===== config.mk =====
export PLATFORM = sky130hd
export DESIGN_NAME = rotary_encoder_decoder
export DESIGN_NICKNAME = d
export VERILOG_FILES = /design/src/rtl/enc_pkg.sv /design/src/rtl/sync_filter.sv /design/src/rtl/rotary_encoder_decoder.sv
export SDC_FILE = /design/constraint.sdc
export NUM_CORES = 1
export LEC_CHECK = 0
export CORE_MARGIN = 2
export CORE_UTILIZATION = 56
export CTS_BUF_LIST = sky130_fd_sc_hd__clkbuf_2 sky130_fd_sc_hd__clkbuf_4 sky130_fd_sc_hd__clkbuf_8
export CTS_CLUSTER_DIAMETER = 50
export DETAILED_ROUTE_END_ITERATION = 8
export PLACE_DENSITY = 0.79
export SLEW_MARGIN = 0
export SYNTH_ARGS = -nofsm -noshare
export SYNTH_HDL_FRONTEND = slang
export SYNTH_SLANG_ARGS = --single-unit

===== constraint.sdc =====
create_clock -name clk_100MHz -period 3.79 [get_ports clk_100MHz]
set_input_delay 0.758 -clock clk_100MHz [delete_from_list [all_inputs] [get_ports clk_100MHz]]
set_output_delay 0.758 -clock clk_100MHz [all_outputs]
set_load 0.005 [all_outputs]

===== src/rtl/enc_pkg.sv =====
// Shared types, constants and helpers for the PmodENC front end.
package enc_pkg;

  // Quadrature state packed as {A, B}.
  typedef logic [1:0] quad_t;

  // Controller: hold everything quiet after reset, then decode.
  typedef enum logic {
    INIT = 1'b0,
    RUN  = 1'b1
  } ctrl_state_e;

  localparam logic DIR_CW  = 1'b1;
  localparam logic DIR_CCW = 1'b0;

  // 10 us and 5 ms at 100 MHz.
  localparam int unsigned QUAD_FILTER_DEFAULT = 1000;
  localparam int unsigned DEBOUNCE_DEFAULT    = 500000;

  // Index of a quad state along the CW Gray sequence 00->10->11->01.
  // A difference of +1 (mod 4) between two indices is a CW edge.
  function automatic logic [1:0] quad_pos(input quad_t q);
    logic [1:0] pos;
    case (q)
      2'b00:   pos = 2'd0;
      2'b10:   pos = 2'd1;
      2'b11:   pos = 2'd2;
      default: pos = 2'd3;
    endcase
    return pos;
  endfunction

endpackage


===== src/rtl/sync_filter.sv =====
// Two-flop synchronizer followed by a stability filter. The accepted level
// only follows the synchronized input after it has differed for N cycles.
module sync_filter #(
  parameter int unsigned N         = 4,
  parameter logic        RESET_VAL = 1'b0
) (
  input  logic clk,
  input  logic rst_n,
  input  logic din_i,    // raw asynchronous input
  input  logic run_i,    // filtering active
  input  logic load_i,   // take synchronized value directly, no strobe
  output logic level_o,  // accepted level
  output logic chg_o     // high for the cycle the accepted level has just changed
);

  localparam int unsigned      CNT_W   = (N > 1) ? $clog2(N) : 1;
  localparam logic [CNT_W-1:0] CNT_MAX = CNT_W'(N - 1);

  logic             meta_q, sync_q;
  logic [CNT_W-1:0] cnt_q, cnt_d;
  logic             level_q, level_d;
  logic             chg_q, chg_d;

  // Synchronizer chain for the asynchronous pin.
  always_ff @(posedge clk or negedge rst_n) begin
    if (!rst_n) begin
      meta_q <= RESET_VAL;
      sync_q <= RESET_VAL;
    end else begin
      meta_q <= din_i;
      sync_q <= meta_q;
    end
  end

  // Stability counter: clears while input matches, accepts at N-1.
  always_comb begin
    cnt_d   = '0;
    level_d = level_q;
    chg_d   = 1'b0;
    if (load_i) begin
      level_d = sync_q;
    end else if (run_i && (sync_q != level_q)) begin
      if (cnt_q == CNT_MAX) begin
        level_d = sync_q;
        chg_d   = 1'b1;
      end else begin
        cnt_d = cnt_q + CNT_W'(1);
      end
    end
  end

  // Filter state registers.
  always_ff @(posedge clk or negedge rst_n) begin
    if (!rst_n) begin
      cnt_q   <= '0;
      level_q <= RESET_VAL;
      chg_q   <= 1'b0;
    end else begin
      cnt_q   <= cnt_d;
      level_q <= level_d;
      chg_q   <= chg_d;
    end
  end

  assign level_o = level_q;
  assign chg_o   = chg_q;

endmodule


===== src/rtl/rotary_encoder_decoder.sv =====
// PmodENC front end: filtered inputs, quadrature detent counter with step
// pulses and sticky error, debounced button/switch with button-press pulse.
module rotary_encoder_decoder
  import enc_pkg::*;
#(
  parameter int unsigned COUNT_WIDTH        = 16,
  parameter int unsigned EDGES_PER_STEP     = 4,
  parameter int unsigned QUAD_FILTER_CYCLES = QUAD_FILTER_DEFAULT,
  parameter int unsigned DEBOUNCE_CYCLES    = DEBOUNCE_DEFAULT
) (
  input  logic                   clk_100MHz,
  input  logic                   resetn,
  input  logic                   encA,
  input  logic                   encB,
  input  logic                   encBTN,
  input  logic                   encSWT,
  input  logic                   clr_count,
  output logic [COUNT_WIDTH-1:0] count,
  output logic                   step_cw,
  output logic                   step_ccw,
  output logic                   dir,
  output logic                   btn_level,
  output logic                   btn_press,
  output logic                   swt_level,
  output logic                   err
);

  localparam logic signed [3:0] ACC_POS = 4'(EDGES_PER_STEP);
  localparam logic signed [3:0] ACC_NEG = -ACC_POS;

  ctrl_state_e state_q, state_d;
  logic [1:0]  init_cnt_q, init_cnt_d;
  logic        load_en, run_en;

  logic [3:0]  raw_in, lvl, chg;
  logic        unused_swt_chg;

  // Bit order: 0 = A, 1 = B, 2 = button, 3 = switch.
  assign raw_in = {encSWT, encBTN, encB, encA};

  for (genvar gi = 0; gi < 4; gi++) begin : g_filt
    localparam int unsigned N_CYC = (gi < 2) ? QUAD_FILTER_CYCLES : DEBOUNCE_CYCLES;
    sync_filter #(
      .N         (N_CYC),
      .RESET_VAL (1'b0)
    ) u_filt (
      .clk     (clk_100MHz),
      .rst_n   (resetn),
      .din_i   (raw_in[gi]),
      .run_i   (run_en),
      .load_i  (load_en),
      .level_o (lvl[gi]),
      .chg_o   (chg[gi])
    );
  end

  assign unused_swt_chg = chg[3];

  // Controller state register.
  always_ff @(posedge clk_100MHz or negedge resetn) begin
    if (!resetn) begin
      state_q    <= INIT;
      init_cnt_q <= '0;
    end else begin
      state_q    <= state_d;
      init_cnt_q <= init_cnt_d;
    end
  end

  // INIT lets the synchronizers fill, then loads the filters silently.
  always_comb begin
    state_d    = state_q;
    init_cnt_d = init_cnt_q;
    load_en    = 1'b0;
    run_en     = 1'b0;
    case (state_q)
      INIT: begin
        if (init_cnt_q == 2'd3) begin
          load_en    = 1'b1;
          state_d    = RUN;
          init_cnt_d = 2'd0;
        end else begin
          init_cnt_d = init_cnt_q + 2'd1;
        end
      end
      RUN:     run_en  = 1'b1;
      default: state_d = INIT;
    endcase
  end

  // The previous quad state is recovered from the change strobes, so the
  // silent INIT load can never look like an edge.
  quad_t      quad_new, quad_old;
  logic [1:0] quad_chg;
  logic       edge_legal, edge_illegal, edge_cw;

  assign quad_new     = {lvl[0], lvl[1]};
  assign quad_chg     = {chg[0], chg[1]};
  assign quad_old     = quad_new ^ quad_chg;
  assign edge_legal   = ^quad_chg;
  assign edge_illegal = &quad_chg;
  assign edge_cw      = (quad_pos(quad_new) - quad_pos(quad_old)) == 2'd1;

  logic signed [2:0]      acc_q, acc_d;
  logic signed [3:0]      acc_sum;
  logic [COUNT_WIDTH-1:0] count_q, count_d;
  logic                   dir_q, dir_d;
  logic                   err_q, err_d;
  logic                   step_cw_q, step_cw_d;
  logic                   step_ccw_q, step_ccw_d;

  // Phase accumulation, detent counting and error tracking; clear wins.
  always_comb begin
    acc_d      = acc_q;
    count_d    = count_q;
    dir_d      = dir_q;
    err_d      = err_q;
    step_cw_d  = 1'b0;
    step_ccw_d = 1'b0;
    acc_sum    = {acc_q[2], acc_q} + (edge_cw ? 4'sd1 : -4'sd1);
    if (clr_count) begin
      acc_d   = '0;
      count_d = '0;
      err_d   = 1'b0;
    end else if (edge_illegal) begin
      err_d = 1'b1;
      acc_d = '0;
    end else if (edge_legal) begin
      if (acc_sum == ACC_POS) begin
        count_d   = count_q + COUNT_WIDTH'(1);
        step_cw_d = 1'b1;
        dir_d     = DIR_CW;
        acc_d     = '0;
      end else if (acc_sum == ACC_NEG) begin
        count_d    = count_q - COUNT_WIDTH'(1);
        step_ccw_d = 1'b1;
        dir_d      = DIR_CCW;
        acc_d      = '0;
      end else begin
        acc_d = acc_sum[2:0];
      end
    end
  end

  // Decoder registers.
  always_ff @(posedge clk_100MHz or negedge resetn) begin
    if (!resetn) begin
      acc_q      <= '0;
      count_q    <= '0;
      dir_q      <= 1'b0;
      err_q      <= 1'b0;
      step_cw_q  <= 1'b0;
      step_ccw_q <= 1'b0;
    end else begin
      acc_q      <= acc_d;
      count_q    <= count_d;
      dir_q      <= dir_d;
      err_q      <= err_d;
      step_cw_q  <= step_cw_d;
      step_ccw_q <= step_ccw_d;
    end
  end

  assign count     = count_q;
  assign step_cw   = step_cw_q;
  assign step_ccw  = step_ccw_q;
  assign dir       = dir_q;
  assign err       = err_q;
  assign btn_level = lvl[2];
  assign btn_press = chg[2] & lvl[2];
  assign swt_level = lvl[3];

endmodule

Word-level counts from Yosys, hierarchy flattened
Cells that the tools add are included.
W data, S select, Z words.

cells by class
  multiplexer cells = 64
  reductions and logical operators = 27
  bitwise logic cells = 4
  equal/unequal tests = 17
  $add $sub $neg = 9

operator list
  cell                     count
  $mux W19                 6
  $mux W16                 5
  $mux W10                 6
  $add A19 B1 Y19 const B  2
  $eq A19 B19 Y1 const B   2
  $mux W1                  38
  $reduce_bool A2 Y1       11
  $add A10 B1 Y10 const B  2
  $eq A10 B10 Y1 const B   2
  $add A16 B1 Y16 const B  1
  $sub A16 B1 Y16 const B  1
  $mux W3                  5
  $pmux W2 S3              2
  $eq A2 B2 Y1 const B     5
  $reduce_and A2 Y1        5
  $reduce_bool A3 Y1       2
  $add A4 B4 Y4            1
  $eq A4 B3 Y1 const B     1
  $eq A4 B4 Y1 const B     1
  $logic_and A1 B1 Y1      4
  $logic_not A2 Y1         2
  $mux W4                  1
  $ne A1 B1 Y1             4
  $reduce_and A4 Y1        1
  10 further kinds         11

storage, ports and cells
  word-level logic and storage cells = 148
  register bits after elaboration = 99
  input port bits = 7
  output and inout bits = 23

Logic depth before layout (Yosys ltp)
Gate-level depths: netlist of run 1.

  word-level depth = 13
  mapped depth = 19
  depth with buffers taken out = 18

Hierarchy
Synthesis of run 1 repeated with hierarchy kept, for this count alone.

second synthesis, totals
  cell total of the unflattened synthesis = 555
  area total of the unflattened synthesis = 5500.3 µm²

modules (own cells, without submodules)
  module                              area each (µm²)  sequential area each (µm²)  cells an instance  times used
  sync_filter (g_filt[2].u_filt ...)  1149.9           575.6                       118                2
  rotary_encoder_decoder              1931.9           650.6                       205                1
  sync_filter (g_filt[0].u_filt ...)  634.4            350.3                       57                 2

Worst setup path after synthesis of run 1
No wires, ideal clock.

  path kind = register to register
  start = reg g_filt[1].u_filt.level_q
  end = reg count_q[12], in the netlist count[12]
  setup slack = -0.054 ns
  setup time = 0.095 ns
  cell stages (with the launch flop) = 18
  data arrival time = 3.749 ns
  buffers on the path = 0
  required time = 3.695 ns
  path through = dfrtp_1 > xor2_1 > xnor2_1 > ha_1 > xnor2_1 > nand2b_1 > inv_1 > fa_1 > xnor2_1 > and2_2 > nand2_1 > ha_1 > nand3_1 > a21oi_2 > o21ai_1 > a211o_1 > and3b_1 > o31ai_1

on the way
  word-level cells in the longest chain between the ends = 12
  elaborated cells between the ends (all ways) = 21
  classes of those cells = 2 x add/sub; 7 x eq/ne; 7 x mux; 1 x bitwise; 4 x reduce/logical

RTL lines
  what                                              line                           source
  start: declaration                                sync_filter.sv:21              logic level_q, level_d;
  start signal: assignment                          sync_filter.sv:60              level_q <= level_d;
  $xor A2 B2 Y2                                     rotary_encoder_decoder.sv:99   assign quad_old = quad_new ^ quad_chg;
  $eq A2 B2 Y1 or $logic_not A2 Y1 (tied branches)  enc_pkg.sv:24                  case (q)
  $pmux W2 S3                                       enc_pkg.sv:24
  $sub A2 B2 Y2 *                                   rotary_encoder_decoder.sv:102  assign edge_cw = (quad_pos(quad_new) - quad_pos(quad_old)) == 2'd1;
  $eq A2 B1 Y1 *                                    rotary_encoder_decoder.sv:102
  $mux W4 *                                         rotary_encoder_decoder.sv:120  acc_sum = {acc_q[2], acc_q} + (edge_cw ? 4'sd1 : -4'sd1);
  $add A4 B4 Y4 *                                   rotary_encoder_decoder.sv:120
  $eq A4 B4 Y1                                      rotary_encoder_decoder.sv:129  if (acc_sum == ACC_POS) begin
  $mux W16                                          rotary_encoder_decoder.sv:129
  $mux W16                                          rotary_encoder_decoder.sv:128  end else if (edge_legal) begin
  $mux W16                                          rotary_encoder_decoder.sv:125  end else if (edge_illegal) begin
  $mux W16                                          rotary_encoder_decoder.sv:121  if (clr_count) begin
  end signal: assignment                            rotary_encoder_decoder.sv:156  count_q <= count_d;
  end: declaration                                  rotary_encoder_decoder.sv:106  logic [COUNT_WIDTH-1:0] count_q, count_d;

Mark *: on every way between the ends. The rest lies on a longest branch, timed or not. The select of a mux whose other input is x is not followed.
A chain may end at the register's enable or synchronous reset.

Final worst setup path of run 1
Same ends and word-level chain as after synthesis.

==> out/qor.json, run 1 <==
{
  "layout.cells.most_common": "sky130_fd_sc_hd__dfrtp_1",
  "route.detailed.vias_per_inst": 5.79,
  "io_pins": 30,
  "clock_skew_ns": 0.0131,
  "tns_ns": 0,
  "mappedNetlistNets": 574,
  "global_placer_s_final_weighted_congestion": 0.943,
  "synth_enable_flop_cells": 0,
  "crit_path_max_fanout": 7,
  "asyncSetResetFlopFracSynth": 1.00,
  "grt_start_max_net_pins": 53,
  "setup_viol": 0,
  "globalRoute.totalOverflow": 0,
  "tightest_slew_ns": 0.652,
  "crit_path_start_kind": "register",
  "yosys-mux-area-fraction": 0.0145,
  "parity_gate_share_of_the_synthesized_area_counting_xor_and_xnor_cells": 0.115,
  "vdd_ir_drop_max_mv": 0.245,
  "total_power_mw": 2.06,
  "routed-via-count": 4063,
  "ys.warnings.count": 0,
  "detailed_place_hpwl_mm": 7.50,
  "finalWorstSetupSlack_ns": 0.0346,
  "die-width_um": 101,
  "post_synth_main_area_contributors": "sky130_fd_sc_hd__dfrtp_1, sky130_fd_sc_hd__ha_1, sky130_fd_sc_hd__nor2_1, sky130_fd_sc_hd__xnor2_1, sky130_fd_sc_hd__xor2_1",
  "post-route-min-period_ns": 3.76,
  "postRouteAntennaNets": 0,
  "register_area_mm2": 0.00248,
  "fp.dieH_um": 101,
  "drt_pass1_iterations": 4,
  "hold_class": "reg -> reg",
  "grt_setup_unrepaired": "true",
  "syn_area_cell_um2": 9.78,
  "max_cap_viol_count": 0,
  "multi_input_logic_area_mm2": 0.00303,
  "standard_cell_area_after_detailed_placement_mm2": 0.00571,
  "grt_antenna_before_repair": 0,
  "clock_tree.root_cell": "sky130_fd_sc_hd__clkbuf_8",
  "grt.total_usage": 0.226,
  "final_layout_size_suffix_gt1_frac": 0.166,
  "portBuffers": 29,
  "layout_worst_path_cycle_share": 0.991,
  "placement_rows": 35,
  "area.growth.synth_to_final_pct": 21.5,
  "cts_sinks": 99,
  "grt_first_pass_wirelength_mm": 18.4,
  "pre_cts_ws_ns": -0.186,
  "postSynthRegisterBits": 99,
  "cts_max_level": 3,
  "yosys.area_share.adder": 0.0743,
  "wirelength_mm": 11.8,
  "cts.reportedPaths.clkPinSlew_ns": 0.10,
  "initial_utilization": 0.574,
  "fin_worst_hold_slack_ns": 0.357,
  "critical_path_required_ns": 4.06,
  "count_of_routing_violations_after_the_opening_detailed_route_iteration": 212,
  "cellLeakagePower_nw": 2.77,
  "power_density_mw_per_mm2": 322,
  "report.final.slew_viol_count": 0,
  "r2r_setup_slack_ns": 0.03,
  "mostFrequentLayoutCells": "sky130_fd_sc_hd__dfrtp_1, sky130_fd_sc_hd__nor2_1, sky130_fd_sc_hd__nand2_1, sky130_fd_sc_hd__xnor2_1, sky130_fd_sc_hd__xor2_1",
  "synth.top_cell.area_share": 0.472,
  "detail_route.drc_violations": 0,
  "yosys.area_share.simple": 0.215,
  "first_global_vias": 4013,
  "core_area_mm2": 0.00915,
  "dominant_combinational_cell_family_by_area_after_synthesis": "simple AND/OR/NAND/NOR gates",
  "slew-limit-headroom": 0.566,
  "routed_wire_length_per_instance_um": 16.8,
  "cts_inserted_buffers": 9,
  "netlist_area_mm2": 0.00525,
  "yosysUniqueCellTypes": 60,
  "seq_area_frac_synth": 0.472,
  "final_design_area_no_fill_mm2": 0.00638,
  "postCtsHoldBufs": 0,
  "clock_tree.buffer_depth": 2,
  "final_net_count": 623,
  "worst_skew_pair.late_latency_ns": 0.36,
  "synth_compound_area_frac": 0.0855,
  "tritoncts": "yes",
  "synth_top_flop_cell": "sky130_fd_sc_hd__dfrtp_1",
  "end_kind": "register",
  "criticalPathCategory": "reg -> reg",
  "timing.critical_path.arrival_ns": 4.02,
  "antennaDiodeCount": 0,
  "filler_cell_count": 658,
  "netlist.top_cell.by_area": "sky130_fd_sc_hd__dfrtp_1",
  "postSynthCellCount": 537,
  "final-hold-violation-count": 0,
  "result_of_the_run": "finished clean",
  "dieArea_mm2": 0.0102,
  "maxClockFrequency_mhz": 266
}
cells by family after synthesis:
family | Yosys count
flip-flops | 99
XOR/XNOR | 69
adder cells (fa/ha/maj) | 30
AND/OR/NAND/NOR | 235
AO/OA/AOI/OAI | 69
buffers and inverters | 28
multiplexers | 7
critical path: stages, from the launching register on:
cell	delay, ns
sky130_fd_sc_hd__dfrtp_2	0.50
sky130_fd_sc_hd__xor2_4	0.19
sky130_fd_sc_hd__xnor2_2	0.17
sky130_fd_sc_hd__ha_4	0.19
sky130_fd_sc_hd__xnor2_4	0.13
sky130_fd_sc_hd__nand2b_4	0.11
sky130_fd_sc_hd__inv_2	0.06
sky130_fd_sc_hd__fa_2	0.35
sky130_fd_sc_hd__xnor2_2	0.21
sky130_fd_sc_hd__and2_4	0.26
sky130_fd_sc_hd__nand2_8	0.11
sky130_fd_sc_hd__ha_4	0.31
sky130_fd_sc_hd__nand3_2	0.10
sky130_fd_sc_hd__a21oi_2	0.20
sky130_fd_sc_hd__o21ai_1	0.11
sky130_fd_sc_hd__a211o_1	0.28
sky130_fd_sc_hd__and3b_1	0.18
sky130_fd_sc_hd__o31ai_1	0.20
layout make-up:
cell class | instances | share of cell area
well taps | 111 | 0.0218
multi-input cells | 411 | 0.474
clock inverters | 4 | 0.00902
inverters | 15 | 0.00882
flip-flops and latches | 99 | 0.389
clock buffers | 12 | 0.0249
repair buffers | 50 | 0.0723
worst paths after layout:
kind	from	cells after the start	endpoint
setup / recovery	g_filt[1].u_filt.level_o	17	count[12]
hold / removal	g_filt[3].u_filt.meta_q	0	g_filt[3].u_filt.sync_q
min in group asynchronous	resetn	1	count[13]
setup reg to reg	g_filt[1].u_filt.level_o	17	count[12]
hold reg to reg	g_filt[3].u_filt.meta_q	0	g_filt[3].u_filt.sync_q
max in group asynchronous	resetn	2	g_filt[0].u_filt.meta_q
flip-flops by register name, summed over array words and instances, names as in the netlist, 2 cells and up:
signal	cells
count	16
g_filt.u_filt.level_o	4
acc_q	3
g_filt.u_filt.chg_o	3
init_cnt_q	2
g_filt.u_filt.sync_q	4
g_filt.u_filt.cnt_q	58
g_filt.u_filt.meta_q	4
per-layer routing:
layer	GRT usage	part of all wire	vias to the layer above
met3	0.0347	0.039	37
met2	0.390	0.51	121
met5	0	0	-
met4	0.0769	0.030	0
li1	-	-	1933
met1	0.291	0.42	1972
power breakdown:
part / internal (mW) / switching, mW / total, mW / leakage, nW
combinational: 0.101 / 0.115 / 0.216 / 1.33
sequential: 1.08 / 0.0245 / 1.11 / 1.34
clock: 0.355 / 0.377 / 0.733 / 0.108
repair_timing:
item,CTS,global route
setup buffers,2,6
cloned,0,1
pin swaps,5,19
resized for setup,20,40
endpoints found under the setup margin,9,11
stage by stage:
| stage | utilization | cells |
|---|---|---|
| 6_report | 0.697 | 702 |
| 5_1_grt | 0.697 | 702 |
| 4_1_cts | 0.663 | 695 |
| 3_5_place_dp | 0.624 | 677 |
| 3_3_place_gp | 0.624 | 677 |
| 2_1_floorplan | - | 537 |
cells in the mapped netlist, types with 3 or more instances:
library cell	instances
sky130_fd_sc_hd__mux2_2	4
sky130_fd_sc_hd__a211oi_1	4
sky130_fd_sc_hd__o21a_1	3
sky130_fd_sc_hd__ha_1	28
sky130_fd_sc_hd__nor4_1	3
sky130_fd_sc_hd__and3_1	11
sky130_fd_sc_hd__xor2_1	31
sky130_fd_sc_hd__dfrtp_1	99
sky130_fd_sc_hd__a21oi_1	22
sky130_fd_sc_hd__a21o_1	6
sky130_fd_sc_hd__nand2_1	46
sky130_fd_sc_hd__nor2_1	91
sky130_fd_sc_hd__nor2b_1	4
sky130_fd_sc_hd__nand3b_1	6
sky130_fd_sc_hd__clkbuf_1	4
sky130_fd_sc_hd__nand4_1	9
sky130_fd_sc_hd__or2_2	4
sky130_fd_sc_hd__nor3_1	9
sky130_fd_sc_hd__buf_2	6
sky130_fd_sc_hd__xnor2_1	38
sky130_fd_sc_hd__nand3_1	29
sky130_fd_sc_hd__o21ai_0	11
sky130_fd_sc_hd__inv_1	15
(Power assumes the default switching activity.)
==> run 2: changes to the inputs <==
CORE_MARGIN = 3   (was 2)
==> out/qor.json, run 2 (synthesis gave the netlist of run 1 again) <==
{
  "portBuffers": 29,
  "crit_path_max_fanout": 7,
  "cts_sinks": 99,
  "critical-path-top-delay-family": "compound AO/OA/AOI/OAI gates",
  "grt_first_pass_wirelength_mm": 17.2,
  "cp_slowest_stage_delay_ns": 0.49,
  "grt.total_usage": 0.202,
  "numPlacedInstances": 672,
  "placement_rows": 34,
  "cellLeakagePower_nw": 2.77,
  "slew-limit-headroom": 0.298,
  "clock_tree.buffer_depth": 2,
  "hold_class": "reg -> reg",
  "final_layout_size_suffix_gt1_frac": 0.169,
  "core_area_mm2": 0.00893,
  "drt_pass1_iterations": 5,
  "result_of_the_run": "finished clean",
  "worst-path-buf-inv": 1,
  "final_net_count": 623,
  "crit_path_start_kind": "register",
  "clock_skew_ns": 0.0175,
  "power_density_mw_per_mm2": 304,
  "clock_tree.root_cell": "sky130_fd_sc_hd__clkbuf_8",
  "initial_utilization": 0.588,
  "critical_path_required_ns": 4.02,
  "die-width_um": 103,
  "layout_worst_path_cycle_share": 0.990,
  "first_global_vias": 3816,
  "grt_start_max_net_pins": 87,
  "maxClockFrequency_mhz": 267,
  "setup_viol": 0,
  "largest-register": "g_filt.u_filt.cnt_q",
  "global_placer_s_final_weighted_congestion": 0.981,
  "routed_wire_length_per_instance_um": 16.6,
  "report.final.slew_viol_count": 0,
  "timing.critical_path.slowest_stage_cell": "sky130_fd_sc_hd__dfrtp_2",
  "max_cap_viol_count": 0,
  "tritoncts": "yes",
  "grt_antenna_before_repair": 0,
  "antennaDiodeCount": 0,
  "io_pins": 30,
  "wirelength_mm": 11.6,
  "area.growth.synth_to_final_pct": 21.5,
  "dieArea_mm2": 0.0106,
  "flip_flop_count_of_the_largest_register_after_layout": 58,
  "worst_skew_pair.late_latency_ns": 0.37,
  "end_kind": "register",
  "count_of_routing_violations_after_the_opening_detailed_route_iteration": 214,
  "postRouteAntennaNets": 0,
  "routed-via-count": 4133,
  "cts.reportedPaths.clkPinSlew_ns": 0.09,
  "cts_inserted_buffers": 9,
  "fp.dieH_um": 103,
  "tightest_slew_ns": 1.05,
  "detail_route.drc_violations": 0,
  "detailed_place_hpwl_mm": 7.15,
  "criticalPathCategory": "reg -> reg",
  "series_of_cell_instances_along_the_critical_path": "xor2_4, xnor2_2, ha_4, xnor2_2, nand2b_4, inv_2, fa_2, xnor2_2, and2_4, nand2_8, ha_4, a211oi_2, nor2_2, o311ai_4, o2111a_1, xor2_1, o21ai_1",
  "total_power_mw": 1.94,
  "timing.critical_path.arrival_ns": 3.99,
  "mostFrequentLayoutCells": "sky130_fd_sc_hd__dfrtp_1, sky130_fd_sc_hd__nor2_1, sky130_fd_sc_hd__nand2_1, sky130_fd_sc_hd__xnor2_1, sky130_fd_sc_hd__xor2_1",
  "layout.cells.most_common": "sky130_fd_sc_hd__dfrtp_1",
  "crit_path_frequent_cell": "sky130_fd_sc_hd__xnor2_2",
  "grt_setup_unrepaired": "true",
  "route.detailed.vias_per_inst": 5.92,
  "globalRoute.totalOverflow": 0,
  "vdd_ir_drop_max_mv": 0.222,
  "cts_max_level": 3,
  "final-hold-violation-count": 0,
  "post-route-min-period_ns": 3.75,
  "finish.cell_count_without_fillers": 698
}
==> run 2: layer usage <==
| layer | routed length [um] | vias to the layer above | track usage |
|---|---|---|---|
| met5 | 0 | - | 0 |
| met4 | 318 | 0 | 0.0677 |
| met3 | 622 | 34 | 0.0298 |
| met2 | 5770 | 137 | 0.341 |
| met1 | 4890 | 2020 | 0.268 |
| li1 | - | 1942 | - |
==> run 2: final timing paths <==
| kind | from | endpoint | slack [ns] | depth (start not counted) |
|---|---|---|---|---|
| setup / recovery | g_filt[1].u_filt.level_o | count[9] | 0.04 | 17 |
| hold / removal | g_filt[0].u_filt.meta_q | g_filt[0].u_filt.sync_q | 0.35 | 0 |
| setup reg to reg | g_filt[1].u_filt.level_o | count[9] | 0.04 | 17 |
| hold reg to reg | g_filt[0].u_filt.meta_q | g_filt[0].u_filt.sync_q | 0.35 | 0 |
| max in group asynchronous | resetn | g_filt[0].u_filt.level_o | 2.46 | 1 |
| min in group asynchronous | resetn | count[15] | 0.54 | 1 |
==> run 2: where the power goes <==
group | switching, mW | leakage, nW | internal [mW]
Clock | 0.389 | 0.0840 | 0.244
Combinational | 0.110 | 1.35 | 0.0944
Sequential | 0.0226 | 1.34 | 1.08
==> run 2: stage by stage <==
step / TNS (ns) / cell area [um2] / worst slack (ns) / hold WS [ns] / util
final: 0 / 6380 / 0.0395 / 0.353 / 0.714
after global routing: -0.478 / 6380 / -0.116 / 0.369 / 0.714
after CTS: -0.0915 / 5940 / -0.0283 / 0.355 / 0.665
after detailed placement: -0.955 / 5690 / -0.166 / 0.335 / 0.637
after global placement: 0 / 5690 / 0.0447 / 0.332 / 0.637
after floorplan: 0 / 5250 / 0.124 / 0.331 / -
==> run 2: area by class of cell <==
class                           instances  area [um2]
Clock buffer                            9         124
Clock inverter                          6        48.8
Fill cell                             619        2550
Inverter                               15        56.3
Multi-Input combinational cell        411        3070
Sequential cell                        99        2480
Tap cell                              108         135
Timing Repair Buffer                   50         465
==> run 2: repair_timing <==
item | CTS | global route
resized for setup | 11 | 59
setup endpoints to repair | 9 | 11
pin swaps | 1 | 23
endpoints found under the hold margin | 0 | 0
hold buffers | 0 | 0
buffers inserted | 1 | 9
cloned | 0 | 1
==> run 2: worst register-to-register path, delay by kind of cell (launching register included) <==
| kind | cells | cell delay, ns |
|---|---|---|
| DFF | 1 | 0.49 |
| adders and majority gates | 3 | 0.81 |
| AOI/OAI and AO/OA | 4 | 0.85 |
| buffers and inverters | 1 | 0.05 |
| and+or+nand+nor | 4 | 0.56 |
| xor gates and xnor gates | 5 | 0.84 |
